===== src/rtl/tft_readout_pkg.sv =====
// rtl/tft_readout_pkg.sv - shared state encoding, word tags and width for the ADC readout packer
package tft_readout_pkg;

  localparam int WORD_W = 16;

  localparam logic [1:0] TAG_HDR = 2'b10;
  localparam logic [1:0] TAG_PIX = 2'b00;
  localparam logic [1:0] TAG_TRL = 2'b11;

  typedef enum logic [2:0] {
    IDLE,
    HEADER,
    WAIT_DATA,
    PIXEL,
    TRAILER,
    DONE
  } state_t;

endpackage


===== src/rtl/adc_readout_packer.sv =====
// rtl/adc_readout_packer.sv - packs ADC FIFO pixels into header/pixel/trailer line packets
module adc_readout_packer
  import tft_readout_pkg::*;
#(
  parameter int PIX_PER_LINE = 16,
  parameter int TIMEOUT_CYC  = 1024
) (
  input  logic              clk,
  input  logic              rst_n,
  input  logic              frame_start,
  input  logic [11:0]       lines_per_frame,
  input  logic              abort,
  input  logic [10:0]       fifo_level,
  input  logic [13:0]       fifo_data,
  output logic              fifo_rd,
  output logic              fifo_flush,
  output logic [WORD_W-1:0] tx_data,
  output logic              tx_valid,
  input  logic              tx_ready,
  output logic              tx_sol,
  output logic              tx_eol,
  output logic              busy,
  output logic              frame_done,
  output logic              err_timeout
);

  localparam int              TO_W     = (TIMEOUT_CYC > 1) ? $clog2(TIMEOUT_CYC) : 1;
  localparam logic [10:0]     PIX_LAST = 11'(PIX_PER_LINE - 1);
  localparam logic [TO_W-1:0] TO_LAST  = TO_W'(TIMEOUT_CYC - 1);

  state_t          state;
  logic [11:0]     lines_m1;
  logic [11:0]     line_cnt;
  logic [10:0]     pix_cnt;
  logic [13:0]     pix_reg;
  logic [13:0]     checksum;
  logic [TO_W-1:0] empty_cnt;
  logic [1:0]      hold_cnt;
  logic            line_err;
  logic            err_q;
  logic            flush_q;

  logic handshake;
  logic fifo_empty;
  logic pop;
  logic timeout_hit;

  assign handshake   = tx_valid && tx_ready;
  assign fifo_empty  = (fifo_level == 11'd0);
  // The FIFO level lags a pop by two cycles, so hold_cnt blocks re-reading a stale level
  assign pop         = (state == WAIT_DATA) && !fifo_empty && (hold_cnt == 2'd0) && !abort;
  assign timeout_hit = (state == WAIT_DATA) && fifo_empty && (empty_cnt == TO_LAST);

  assign fifo_rd     = pop;
  assign fifo_flush  = flush_q;
  assign busy        = (state != IDLE);
  assign frame_done  = (state == DONE);
  assign err_timeout = err_q;

  always_comb begin
    tx_valid = 1'b0;
    tx_sol   = 1'b0;
    tx_eol   = 1'b0;
    tx_data  = '0;
    case (state)
      HEADER: begin
        tx_valid = 1'b1;
        tx_sol   = 1'b1;
        tx_data  = {TAG_HDR, 2'b00, line_cnt};
      end
      PIXEL: begin
        tx_valid = 1'b1;
        tx_data  = {TAG_PIX, pix_reg};
      end
      TRAILER: begin
        tx_valid = 1'b1;
        tx_eol   = 1'b1;
        tx_data  = {TAG_TRL, line_err, checksum[12:0]};
      end
      default: ;
    endcase
  end

  always_ff @(posedge clk or negedge rst_n) begin
    if (!rst_n) begin
      state     <= IDLE;
      lines_m1  <= '0;
      line_cnt  <= '0;
      pix_cnt   <= '0;
      pix_reg   <= '0;
      checksum  <= '0;
      empty_cnt <= '0;
      hold_cnt  <= '0;
      line_err  <= 1'b0;
      err_q     <= 1'b0;
      flush_q   <= 1'b0;
    end else begin
      flush_q <= abort;
      if (hold_cnt != 2'd0) hold_cnt <= hold_cnt - 2'd1;

      if (abort) begin
        state <= IDLE;
      end else begin
        case (state)
          IDLE: begin
            if (frame_start) begin
              state     <= HEADER;
              lines_m1  <= (lines_per_frame == 12'd0) ? 12'd0 : lines_per_frame - 12'd1;
              line_cnt  <= '0;
              pix_cnt   <= '0;
              checksum  <= '0;
              empty_cnt <= '0;
              line_err  <= 1'b0;
              err_q     <= 1'b0;
            end
          end
          HEADER: begin
            if (handshake) state <= WAIT_DATA;
          end
          WAIT_DATA: begin
            if (pop) begin
              pix_reg   <= fifo_data;
              hold_cnt  <= 2'd2;
              empty_cnt <= '0;
              state     <= PIXEL;
            end else if (timeout_hit) begin
              err_q    <= 1'b1;
              line_err <= 1'b1;
              state    <= TRAILER;
            end else if (fifo_empty) begin
              empty_cnt <= empty_cnt + TO_W'(1);
            end
          end
          PIXEL: begin
            if (handshake) begin
              checksum <= checksum ^ pix_reg;
              if (pix_cnt == PIX_LAST) begin
                state <= TRAILER;
              end else begin
                pix_cnt <= pix_cnt + 11'd1;
                state   <= WAIT_DATA;
              end
            end
          end
          TRAILER: begin
            // A timed-out line ends the whole frame
            if (handshake) begin
              if (line_err || (line_cnt == lines_m1)) begin
                state <= DONE;
              end else begin
                line_cnt <= line_cnt + 12'd1;
                pix_cnt  <= '0;
                checksum <= '0;
                state    <= HEADER;
              end
            end
          end
          DONE: begin
            state <= IDLE;
          end
          default: state <= IDLE;
        endcase
      end
    end
  end

endmodule

===== config.mk =====
export PLATFORM = sky130hd
export DESIGN_NAME = adc_readout_packer
export DESIGN_NICKNAME = d
export VERILOG_FILES = /design/src/rtl/tft_readout_pkg.sv /design/src/rtl/adc_readout_packer.sv
export SDC_FILE = /design/constraint.sdc
export NUM_CORES = 1
export LEC_CHECK = 0
export CORE_MARGIN = 2
export CORE_UTILIZATION = 25
export CTS_BUF_LIST = sky130_fd_sc_hd__clkbuf_4 sky130_fd_sc_hd__clkbuf_8
export DETAILED_ROUTE_END_ITERATION = 8
export GPL_TIMING_DRIVEN = 0
export HOLD_SLACK_MARGIN = 0.08
export REMOVE_ABC_BUFFERS = 1
export SYNTH_ARGS = -nofsm -noshare
export SYNTH_HDL_FRONTEND = slang
export SYNTH_SLANG_ARGS = --single-unit

===== constraint.sdc =====
create_clock -name clk -period 5.3 [get_ports clk]
set_input_delay 1.06 -clock clk [delete_from_list [all_inputs] [get_ports clk]]
set_output_delay 1.06 -clock clk [all_outputs]
set_load 0.02 [all_outputs]

==> results.json <==
{
  "status": "completed",
  "r2r_end": "pix_cnt[2]$_DFFE_PN0P_",
  "finalClockSkew_ns": 0.008400,
  "synth_mux_area_share_pct": 4.930,
  "cp_data_required_time_ns": 4.24,
  "io_buffers": 65,
  "netlist.area_leader.share_pct": 44.51,
  "cts_htree_levels": 3,
  "holdWs_ns": 0.4694,
  "fin_nets": 598,
  "worstHoldPathType": "flop to flop",
  "startpoint": "state[1]$_DFFE_PN0P_",
  "async_reset_ff_share_pct": 100.0,
  "grt_pass1_wl_um": 19100,
  "synthCells": 496,
  "wl_per_cell_um": 14.65,
  "min_period_over_period_pct": 85.94,
  "cap_violations": 0,
  "dp_hpwl_um": 8042,
  "grt_pass1_vias": 3790,
  "setup.worst_path.start_class": "flop",
  "synth-edff-count": 0,
  "cts_setup_buffers": 0,
  "grt.total_usage_pct": 12.85,
  "grt_start_max_net_pins": 62,
  "rows": 48,
  "synthTopCellsByCount": "dfrtp_1 (79), nand2_1 (66), nor2_1 (49), o21ai_0 (40)",
  "hold_viol_final": 0,
  "firstDrtPassIters": 5,
  "p_leak_nw": 2.291,
  "crit_chain": "nor2_1 -> nand2_1 -> clkinv_1 -> a22o_1 -> clkdlybuf4s50_1",
  "slew_headroom_pct": 18.45,
  "fin_crit_ns": 4.555,
  "place_congestion": 0.8034,
  "yosysMostFrequentCell": "dfrtp_1",
  "synth_top_family_by_area": "simple AND/OR/NAND/NOR gates",
  "cts_tree": "done",
  "clock.fmax_mhz": 219.5,
  "core_area_um2": 17360,
  "cts.sinks": 79,
  "die_h_um": 137.3,
  "drive_above_1_share_pct": 7.361,
  "yosys.area.top_type": "dfrtp_1",
  "rsz0062_at_grt": "no",
  "clkTransAtPathRegs_ns": 0.08,
  "syn_area_um2": 4442,
  "final_cells": 782,
  "synth_compound_area_share_pct": 15.32,
  "arrival_ns": 3.50,
  "max_stage_delay_ns": 0.91,
  "avgSynthCellArea_um2": 8.955,
  "worstRegToRegCells": 6,
  "yosysWarningCount": 0,
  "initial_core_util_pct": 25.59,
  "place_inst": 766,
  "cpMaxStageDelayCell": "dfrtp_1",
  "ys.flop_type": "dfrtp_1",
  "io-pin-count": 66,
  "endpoint": "tx_data[13]",
  "synthAdderAreaFrac_pct": 1.127,
  "grt-ovfl-total": 0,
  "largest_register_ffs": 14,
  "dieArea_um2": 18850,
  "yosysSeqAreaShare_pct": 44.51,
  "crit_type": "flop to output port",
  "slew_viol_final": 0,
  "cts_buffers": 9,
  "powerDensity_nw_per_um2": 291.0,
  "synthTopCellsByArea": "dfrtp_1 (45%), nand2_1 (5.6%), xnor2_1 (4.7%), o21ai_0 (4.5%), nor2_1 (4.1%)",
  "synth-xor-area-share_pct": 8.282,
  "antenna_found_initial": 0,
  "clockRootBuffer": "clkbuf_8",
  "hold_depth": 1,
  "drt_first_iter_violations": 213,
  "avgViaCountPerCell": 4.802,
  "clk_latency_ns": 0.36,
  "cts_resized": 0,
  "wl_um": 11450,
  "end_kind": "output port",
  "tns_ns": 0,
  "crit-reg2reg-launch": "state[1]$_DFFE_PN0P_",
  "peakVddDrop_mv": 0.1109,
  "ys_ff_latch": 79,
  "diodes": 0,
  "fp.dieW_um": 137.3,
  "setup_viol": 0,
  "num_vias": 3755,
  "cts_buffer_depth": 2,
  "postCtsHoldBufs": 0,
  "drc": 0,
  "area_delta_synth_final_pct": 24.45,
  "tightest_slew_ns": 1.215,
  "final_antenna_net_count": 0,
  "crit_fanout": 26,
  "r2r_setup_slack_ns": 1.73,
  "synth_cell_types": 51,
  "yosys.area_share.simple_pct": 22.62
}
## cells in the final DEF (no fill, tap or decap), types with 2 or more instances in the layout
cell              n
nor4_1           10
nor2_1           48
nand2b_1          7
clkbuf_8         10
xor2_1           18
nand4_1           6
o21ai_1           2
a21oi_1          24
and3_1           11
or4_1             4
xnor2_1          24
a31oi_1           5
ha_1              4
o31ai_1           8
clkdlybuf4s50_1  64
inv_1            10
clkbuf_4          2
a21o_1            4
mux2i_1           5
mux2_2           15
nor2b_1           6
o21ai_0          40
buf_4             2
clkinv_2          3
nor3b_1           3
or3_1             9
nor3_1            8
o21a_1            2
nand3_1          16
and2_1            3
a22oi_1          14
dfrtp_1          79
nand2_1          66
a22o_1            2
## cells by family after synthesis
| kind of cell | count (synthesis) |
|---|---|
| and+or+nand+nor | 206 |
| AOI/OAI and AO/OA | 111 |
| DFF | 79 |
| xor gates and xnor gates | 42 |
| buffers and inverters | 34 |
| muxes | 20 |
| adders and majority gates | 4 |
## power breakdown
| part | internal [W] | switching, W |
|---|---|---|
| registers | 0.000714 | 0.0000910 |
| clock network | 0.000239 | 0.000230 |
| logic | 0.000170 | 0.000164 |
| total | 0.00112 | 0.000485 |
## critical path: cells and delay by family (launching register included)
kind / cells / cell delay (ns)
DFF: 1 / 0.91
buffers and inverters: 2 / 1.18
AOI/OAI and AO/OA: 1 / 0.44
and+or+nand+nor: 2 / 0.60
## layout make-up
type / count / area, um^2
Tap cell: 225 / 281.5
Clock buffer: 12 / 152.6
Inverter: 11 / 41.29
Sequential cell: 79 / 1977
Clock inverter: 4 / 45.04
Fill cell: 1805 / 11830
Timing Repair Buffer: 68 / 698.2
Multi-Input combinational cell: 383 / 2332
## routing by layer
layer  vias to the layer above  global-route usage, %  routed length [um]
met2                        84                  21.03                5251
met1                      1779                  17.08                5460
li1                       1873                      -                   -
met3                        19                  2.134                 513
met5                         -                      0                   0
met4                         0                  4.639                 228
## worst min-delay path by stage
stage / start / end / slack [ns]
after global routing: hold_cnt[0]$_DFF_PN0_ / hold_cnt[0]$_DFF_PN0_ / 0.50
after floorplan: hold_cnt[0]$_DFF_PN0_ / hold_cnt[0]$_DFF_PN0_ / 0.43
after detailed placement: hold_cnt[0]$_DFF_PN0_ / hold_cnt[0]$_DFF_PN0_ / 0.47
after CTS: hold_cnt[0]$_DFF_PN0_ / hold_cnt[0]$_DFF_PN0_ / 0.48
final: hold_cnt[0]$_DFF_PN0_ / hold_cnt[0]$_DFF_PN0_ / 0.47
after global placement: hold_cnt[0]$_DFF_PN0_ / hold_cnt[0]$_DFF_PN0_ / 0.46
## through the flow
stage / total power (W) / cell area, um^2 / worst slack (ns) / util (%)
CTS: 0.001621 / 5528 / 0.6863 / 31.85
finish: 0.001608 / 5528 / 0.7449 / 31.85
global route: 0.001708 / 5528 / 0.4588 / 31.85
floorplan: 0.001015 / 4340 / 1.695 / -
global placement: 0.001141 / 5273 / -0.07234 / 30.38
detailed placement: 0.001154 / 5330 / 1.023 / 30.71
Note: power is estimated with default switching activity, not from simulation.
